--- src/rtl/par_spi_tx.sv ---
// par_spi_tx: N-lane parallel SPI transmitter on the PicoRV32 native bus.
// Firmware pushes 32-bit words into a TX FIFO; each word is serialised as
// 32/LANES beats with a programmable dwell (div+1 cycles per phase).
module par_spi_tx #(
   parameter int LANES      = 8,
   parameter int FIFO_DEPTH = 16,
   parameter int DIV_W      = 8
) (
   input  logic             clk,
   input  logic             reset,
   input  logic             sel,
   input  logic             mem_valid,
   input  logic [31:0]      mem_addr,
   input  logic [31:0]      mem_wdata,
   input  logic [3:0]       mem_wstrb,
   output logic             mem_ready,
   output logic [31:0]      mem_rdata,
   output logic [LANES-1:0] spi_data,
   output logic             spi_clk,
   output logic             spi_cs_n,
   output logic             spi_active,
   output logic             tx_irq
);

   localparam int BEATS = 32 / LANES;
   localparam int BW    = (BEATS > 1) ? $clog2(BEATS) : 1;
   localparam int AW    = (FIFO_DEPTH > 1) ? $clog2(FIFO_DEPTH) : 1;

   typedef enum logic [1:0] {IDLE, LOW, HIGH, GAP} state_t;

   // bus decode
   logic       take, wr, push_req, push_ok, pop;
   logic [1:0] reg_idx;
   logic       unused_addr;
   assign take        = mem_valid & sel & ~mem_ready;
   assign wr          = |mem_wstrb;
   assign reg_idx     = mem_addr[3:2];
   assign unused_addr = ^{mem_addr[31:4], mem_addr[1:0]};

   // control / status state
   logic [DIV_W-1:0] div_q;
   logic             en_q, msb_q, hold_q, irq_q, ovf;

   // FIFO
   logic [31:0]  fifo_mem [FIFO_DEPTH];
   logic [AW-1:0] wr_ptr, rd_ptr;
   logic [AW:0]   level;
   logic          full, empty;
   logic [31:0]   head;
   assign full     = (level == (AW+1)'(FIFO_DEPTH));
   assign empty    = (level == '0);
   assign head     = fifo_mem[rd_ptr];
   // capacity is judged on the level before any same-cycle pop
   assign push_req = take & wr & (reg_idx == 2'd0);
   assign push_ok  = push_req & ~full;

   // shifter FSM state
   state_t          state, state_n;
   logic [DIV_W-1:0] cnt, cnt_n;
   logic [BW-1:0]   beat, beat_n;
   logic [31:0]     sh, sh_n;
   logic            wmsb, wmsb_n;

   // register read mux
   logic [31:0] rd_val;
   always_comb begin
      rd_val = '0;
      case (reg_idx)
         2'd1: begin
            rd_val[DIV_W-1:0] = div_q;
            rd_val[16]        = en_q;
            rd_val[17]        = msb_q;
            rd_val[18]        = hold_q;
            rd_val[19]        = irq_q;
         end
         2'd2: begin
            rd_val[0]    = spi_active;
            rd_val[1]    = full;
            rd_val[2]    = empty;
            rd_val[3]    = ovf;
            rd_val[15:8] = 8'(level);
         end
         default: ;
      endcase
   end

   // bus acknowledge, read data and register writes
   always_ff @(posedge clk or posedge reset) begin
      if (reset) begin
         mem_ready <= 1'b0;
         mem_rdata <= '0;
         div_q     <= '0;
         en_q      <= 1'b0;
         msb_q     <= 1'b0;
         hold_q    <= 1'b0;
         irq_q     <= 1'b0;
         ovf       <= 1'b0;
      end else begin
         mem_ready <= take;
         mem_rdata <= (take & ~wr) ? rd_val : '0;
         if (take & wr & (reg_idx == 2'd1)) begin
            div_q  <= mem_wdata[DIV_W-1:0];
            en_q   <= mem_wdata[16];
            msb_q  <= mem_wdata[17];
            hold_q <= mem_wdata[18];
            irq_q  <= mem_wdata[19];
         end
         if (take & wr & (reg_idx == 2'd2) & mem_wdata[3]) ovf <= 1'b0;
         if (push_req & full) ovf <= 1'b1;
      end
   end

   // FIFO storage needs no reset: pointers define validity
   always_ff @(posedge clk) begin
      if (push_ok) fifo_mem[wr_ptr] <= mem_wdata;
   end

   // FIFO pointers and level
   always_ff @(posedge clk or posedge reset) begin
      if (reset) begin
         wr_ptr <= '0;
         rd_ptr <= '0;
         level  <= '0;
      end else begin
         if (push_ok) wr_ptr <= wr_ptr + 1'b1;
         if (pop)     rd_ptr <= rd_ptr + 1'b1;
         case ({push_ok, pop})
            2'b10:   level <= level + 1'b1;
            2'b01:   level <= level - 1'b1;
            default: ;
         endcase
      end
   end

   // shifter FSM next state; every dwell reload samples div live
   always_comb begin
      state_n = state;
      cnt_n   = cnt;
      beat_n  = beat;
      sh_n    = sh;
      wmsb_n  = wmsb;
      pop     = 1'b0;
      case (state)
         IDLE: if (en_q & ~empty) begin
            pop     = 1'b1;
            sh_n    = head;
            wmsb_n  = msb_q;
            beat_n  = '0;
            cnt_n   = div_q;
            state_n = LOW;
         end
         LOW: if (cnt == '0) begin
            cnt_n   = div_q;
            state_n = HIGH;
         end else cnt_n = cnt - 1'b1;
         HIGH: if (cnt == '0) begin
            cnt_n = div_q;
            if (beat != BW'(BEATS-1)) begin
               beat_n  = beat + 1'b1;
               sh_n    = wmsb ? (sh << LANES) : (sh >> LANES);
               state_n = LOW;
            end else if (hold_q & en_q & ~empty) begin
               pop     = 1'b1;
               sh_n    = head;
               wmsb_n  = msb_q;
               beat_n  = '0;
               state_n = LOW;
            end else state_n = GAP;
         end else cnt_n = cnt - 1'b1;
         GAP: if (cnt == '0) state_n = IDLE;
              else cnt_n = cnt - 1'b1;
         default: state_n = IDLE;
      endcase
   end

   // shifter FSM registers
   always_ff @(posedge clk or posedge reset) begin
      if (reset) begin
         state <= IDLE;
         cnt   <= '0;
         beat  <= '0;
         sh    <= '0;
         wmsb  <= 1'b0;
      end else begin
         state <= state_n;
         cnt   <= cnt_n;
         beat  <= beat_n;
         sh    <= sh_n;
         wmsb  <= wmsb_n;
      end
   end

   // outputs decode straight from state so reset forces them at once
   logic framed;
   assign framed     = (state == LOW) | (state == HIGH);
   assign spi_active = (state != IDLE);
   assign spi_clk    = (state == HIGH);
   assign spi_cs_n   = ~framed;
   assign spi_data   = framed ? (wmsb ? sh[31 -: LANES] : sh[LANES-1:0]) : '0;
   assign tx_irq     = irq_q & empty & (state == IDLE);

endmodule

--- config.mk ---
export PLATFORM = sky130hd
export DESIGN_NAME = par_spi_tx
export DESIGN_NICKNAME = d
export VERILOG_FILES = /design/src/rtl/par_spi_tx.sv
export SDC_FILE = /design/constraint.sdc
export NUM_CORES = 1
export LEC_CHECK = 0
export ABC_CLOCK_PERIOD_IN_PS = 10600
export CORE_ASPECT_RATIO = 0.75
export CORE_MARGIN = 2
export CORE_UTILIZATION = 55
export DETAILED_ROUTE_END_ITERATION = 6
export GPL_TIMING_DRIVEN = 0
export PLACE_DENSITY = 0.71
export SYNTH_ARGS = -nofsm -noshare
export SYNTH_HDL_FRONTEND = slang
export SYNTH_SLANG_ARGS = --single-unit
--- constraint.sdc ---
create_clock -name clk -period 10.6 [get_ports clk]
set_clock_uncertainty 0.1 [all_clocks]
set_input_delay 1.59 -clock clk [delete_from_list [all_inputs] [get_ports clk]]
set_output_delay 1.59 -clock clk [all_outputs]
set_load 0.03 [all_outputs]
---- Yosys cells after proc, flatten, opt, wreduce, memory -nomap -nowiden ----
Memory sizes are Yosys's and may differ from the RTL's.
Cells that the tools add are included.
W data, S select, Z words.
word-level totals
  output and inout port bits .............. 45
  memories kept ........................... 1
  input bits .............................. 72
  RAM bits ................................ 512
  register bits ........................... 92
  word-level logic and storage cells ...... 119
operators by class
  eq/ne operators ......................... 17
  reductions and logical operators ........ 14
  muxes and demuxes ....................... 44
  add/sub/neg operators ................... 6
  bitwise logic cells ..................... 21
memories
  memory    words  width  rd ports  clocked after memory_dff  write ports  line  text
  fifo_mem  16     32     1         0                         1            45    logic [31:0] fifo_mem [FIFO_DEPTH];
operators with widths
  operator               number
  $mux W32               5
  $pmux W32 S2           1
  $mux W8                5
  $pmux W8 S3            1
  $mux W2                10
  $mux W20               1
  $and A1 B1 Y1          15
  $mux W1                12
  $ne A2 B2 Y1 const B   6
  $pmux W5 S2            1
  $add A4 B1 Y4 const B  2
  $eq A2 B2 Y1 const B   4
  $logic_not A8 Y1       1
  $mux W4                2
  $pmux W2 S4            1
  $pmux W4 S2            1
  $reduce_and A4 Y1      2
  $reduce_bool A2 Y1     4
  $sub A8 B1 Y8 const B  1
  $eq A2 B1 Y1 const B   3
  $add A5 B1 Y5 const B  1
  $eq A5 B5 Y1 const B   1
  $logic_not A5 Y1       1
  $mux W5                1
  other kinds (13)       20

---- Logic depth before layout (Yosys ltp) ----
  depth after elaboration ................. 9
  gate-level depth with buffers ........... 13

---- Worst setup path before layout ----
No wires, ideal clock.
  kind .................................... input port to flip-flop
  start ................................... input port sel
  end ..................................... memory fifo_mem[0][0] (enable)
  arrival ................................. 5.450 ns
  slack ................................... 4.549 ns
  buffers on the path ..................... 0
  cell stages on the path ................. 4
  setup time .............................. 0.501 ns
  path through ............................ nand3b_1 > a2111oi_4 > inv_2 > nor4_1
between the ends
  longest elaborated chain between the ends .. 7
ends and longest elaborated chain
  what                           line  text
  from (decl)                    11    input logic sel,
  $and A1 B1 Y1 (2 in a row)     35    assign take = mem_valid & sel & ~mem_ready;
  $and A1 B1 Y1 (2 in a row)     54    assign push_req = take & wr & (reg_idx == 2'd0);
  $and A1 B1 Y1                  55    assign push_ok = push_req & ~full;
  $mux W1                        115   if (push_ok) fifo_mem[wr_ptr] <= mem_wdata;
  $mux W1 (implied by the code)  115
  to (decl)                      45
Every way passes these cells.

---- Worst setup path in the final report ----
  start ................................... register wmsb
  end ..................................... output port spi_data[0]
between the ends
  longest elaborated chain between the ends .. 2
ends and longest elaborated chain
  what                    line  text
  from (decl)             62    logic wmsb, wmsb_n;
  from (signal assigned)  189   wmsb <= wmsb_n;
  $mux W8 (2 in a row)    199   assign spi_data = framed ? (wmsb ? sh[31 -: LANES] : sh[LANES-1:0]) : '0;
  to (decl)               18    output logic [LANES-1:0] spi_data,
Every way passes these cells.

==> metrics.yaml <==
clock_network:
  insertion_delay_ps: 580
  postCtsSetupBuffers: 0
  post_cts_resized: 0
  cts.sinks: 601
  clock_path_buffers: 3
  cts_max_level: 2
  cts_buffers: 55
  clkTransAtPathRegs_ps: 60
  ctsHoldBuffers: 0
  clockRootBuffer: "clkbuf_16"
  cts_tree: "done"
timing:
  worst_pin_slew_ps: 1170
  fmax_mhz: 197
  hold_viol_final: 0
  finalSetupTns_ps: 0
  min_period_ps: 5060
  finalSetupViolations: 0
  drv_slew: 0
  slew_headroom_pct: 21.8
  fin_crit_sh_pct: 47.8
  rsz0062_at_grt: "false"
pwr:
  total_power_mw: 7.39
  p_sw_mw: 2.53
  p_seq_share_pct: 38.5
  intPower_mw: 4.86
  power_frac_comb_pct: 33.7
  p_leak_nw: 10.0
  max-vdd-ir-drop_uv: 142
  clockPowerShare_pct: 27.8
  power.density_nw_per_um2: 260
  switching_share_pct: 34.3
yosys:
  ys_ff_latch: 601
  synth_area_leader_cell: "edfxtp_1"
  yosysSeqAreaShare_pct: 72.0
  synth_most_common_cell: "edfxtp_1"
  synth.top_cell.area_share_pct: 62.9
  ys_warn_count: 0
  synth_cell_type_count: 60
  syn-instance-count: 1400
  synth_area_um2: 24400
  synth.avg_cell_area_um2: 17.5
  ys.flop_type: "edfxtp_1"
  synth_common_cells: "512 x edfxtp_1, 138 x mux2i_1, 89 x dfrtp_1"
  synth_edf_count: 512
  synth-async-reset-ratio_pct: 14.8
  synth_area_leaders: "edfxtp_1 63%, dfrtp_1 9.1%, mux4_2 5.7%"
placed_design:
  io_buffer_count: 71
  gp_congestion: 0.932
  hpwl_um: 41300
  place_inst: 2104
routing:
  vias_per_cell: 6.19
  drt-total-wl_um: 59500
  met3_length_um: 5760
  drc_errors: 0
  num_vias: 13700
  drtIter0Drc: 1581
  firstDrtPassIters: 5
  drt-wirelength-per-cell_um: 27.0
  wl_met1_um: 26200
  top_layer_used: "met4"
  met2WireLength_um: 26100
  antenna_left: 0
grt:
  grt_pass1_wl_um: 87800
  grt_pass1_vias: 13500
  track_usage_pct: 26.1
  antenna_found_initial: 1
  gr-total-overflow: 0
  grt_max_degree: 56
setup_path:
  reg2regPathDepth: 12
  slowest_delay_ps: 740
  path_class: "register to primary output"
  timing.rr.start: "state[0]"
  cp_num_buf_inv: 4
  path_cells: "buf_2, clkbuf_1, buf_1, mux2i_1, nor2_1, clkdlybuf4s50_1"
  cp.arrival_ps: 3370
  crit_slowest_cell: "clkdlybuf4s50_1"
  cp-end-kind: "primary output"
  required_ps: 8910
  critPathMaxFanout: 10
  crit_family: "buffers and inverters"
  startpoint_type: "register"
  reg2reg_to: "level[4]"
  reg2reg_slack_ps: 6520
hold_path:
  holdPathStages: 2
  hold_path.class: "register to register"
  hold_start: "beat[1]"
  holdPathEnd: "beat[1]"
run:
  cap_violations: 0
outcome:
  status: "finished, final reports clean"
final_layout:
  fin_cells: 2205
  fillCellCount: 2983
  antennaDiodeCount: 0
  ff_latch_area_um2: 17600
  area_delta_synth_final_pct: 16.2
  nNetsFinal: 1675
  drive_above_1_share_pct: 19.5
  multi_input_area_um2: 6370
  postLayoutCoreUtil_pct: 65.1
die:
  ioPinCount: 117
  die_area_um2: 46200
  die_y_um: 187
  core_um2: 43600
  placementRows: 66
  start_util_pct: 56.1
  die_w_um: 247
-- worst max path at each step --
stage | startpoint | to | slack, ps | cells past startpoint
2_1_floorplan | sel | fifo_mem[0][0] | 4550 | 4
3_3_place_gp | sel | fifo_mem[2][20] | 70 | 5
3_5_place_dp | mem_valid | fifo_mem[1][20] | 5720 | 9
4_1_cts | wmsb | spi_data[0] | 5620 | 6
5_1_grt | wmsb | spi_data[3] | 5420 | 6
6_report | wmsb | spi_data[0] | 5540 | 6
-- worst reg2reg max path, stage by stage, from the launching register on --
cell,delay [ps]
dfrtp_1,420
inv_1,120
ha_1,190
clkbuf_1,390
inv_1,240
a21oi_1,940
ha_1,480
ha_1,330
a21o_1,180
a21oi_1,170
xor2_1,190
nor2_1,90
xnor2_1,140
-- flip-flops by register name, summed over array words and instances, names as in the netlist --
| register | count |
|---|---|
| fifo_mem | 512 |
| sh | 32 |
| mem_rdata | 17 |
| cnt | 8 |
| div_q | 8 |
| level | 5 |
| rd_ptr | 4 |
| wr_ptr | 4 |
| beat | 2 |
| state | 2 |
| en_q | 1 |
| hold_q | 1 |
| irq_q | 1 |
| mem_ready | 1 |
| msb_q | 1 |
| ovf | 1 |
| wmsb | 1 |
-- through the flow --
step | hold slack, ps | area [um^2] | worst slack (ps)
2_1_floorplan | 342 | 24500 | 4550
3_3_place_gp | 363 | 25900 | 65.5
3_5_place_dp | 371 | 26500 | 5720
4_1_cts | 399 | 28400 | 5620
5_1_grt | 443 | 28400 | 5420
6_report | 396 | 28400 | 5540
-- power by group through the flow --
stage / logic, mW / registers [mW] / clock network [mW]
floorplan: 1.66 / 2.83 / 0
global placement: 2.39 / 2.88 / 0
detailed placement: 2.46 / 2.88 / 0
CTS: 2.47 / 2.84 / 2.08
global route: 2.65 / 2.85 / 2.17
finish: 2.49 / 2.84 / 2.06
-- logic make-up after synthesis --
family          count (synthesis)  synth area share [%]
xor+xnor                       11                 0.394
simple gates                  175                  3.70
compound gates                239                  7.61
fa+ha+maj                      20                  1.05
flops                         601                  72.0
buf+inv                       123                  2.46
mux                           230                  12.7
other cells                     1                0.0153
-- cells in the final DEF (no fill, tap or decap), drive strengths merged, types with 3 or more instances in the layout --
cell,n
edfxtp,512
mux2i,138
clkbuf,125
buf,94
dfrtp,89
clkdlybuf4s50,71
mux4,62
nand2,51
a21oi,50
a22oi,38
nor2b,36
a211oi,33
nor2,31
mux2,30
inv,24
ha,19
o21ai,19
a22o,18
o22ai,17
o31ai,17
a221oi,16
o41ai,16
and3,15
conb,15
clkinv,14
nor3,10
xnor2,7
bufinv,7
nor4,7
nand3,5
and2,5
nand2b,4
xor2,4
a31oi,3
a2111oi,3
-- routing by layer --
| layer | vias to the layer above | global-route usage (%) |
|---|---|---|
| met2 | 608 | 37.3 |
| met3 | 90 | 6.04 |
| met1 | 7044 | 40.5 |
| met5 | - | 0 |
| li1 | 5916 | - |
| met4 | 0 | 6.84 |
-- layout make-up --
cell class                 instances  share of cell area, %
tap                              578                   2.55
inverter                          23                  0.313
sequential                       601                   62.0
clock buffer                      78                   5.58
timing repair buffer             112                   4.27
clock inverter                    23                   1.05
buffer                           100                   1.82
multi-input combinational        690                   22.4
(Power assumes the default switching activity.)
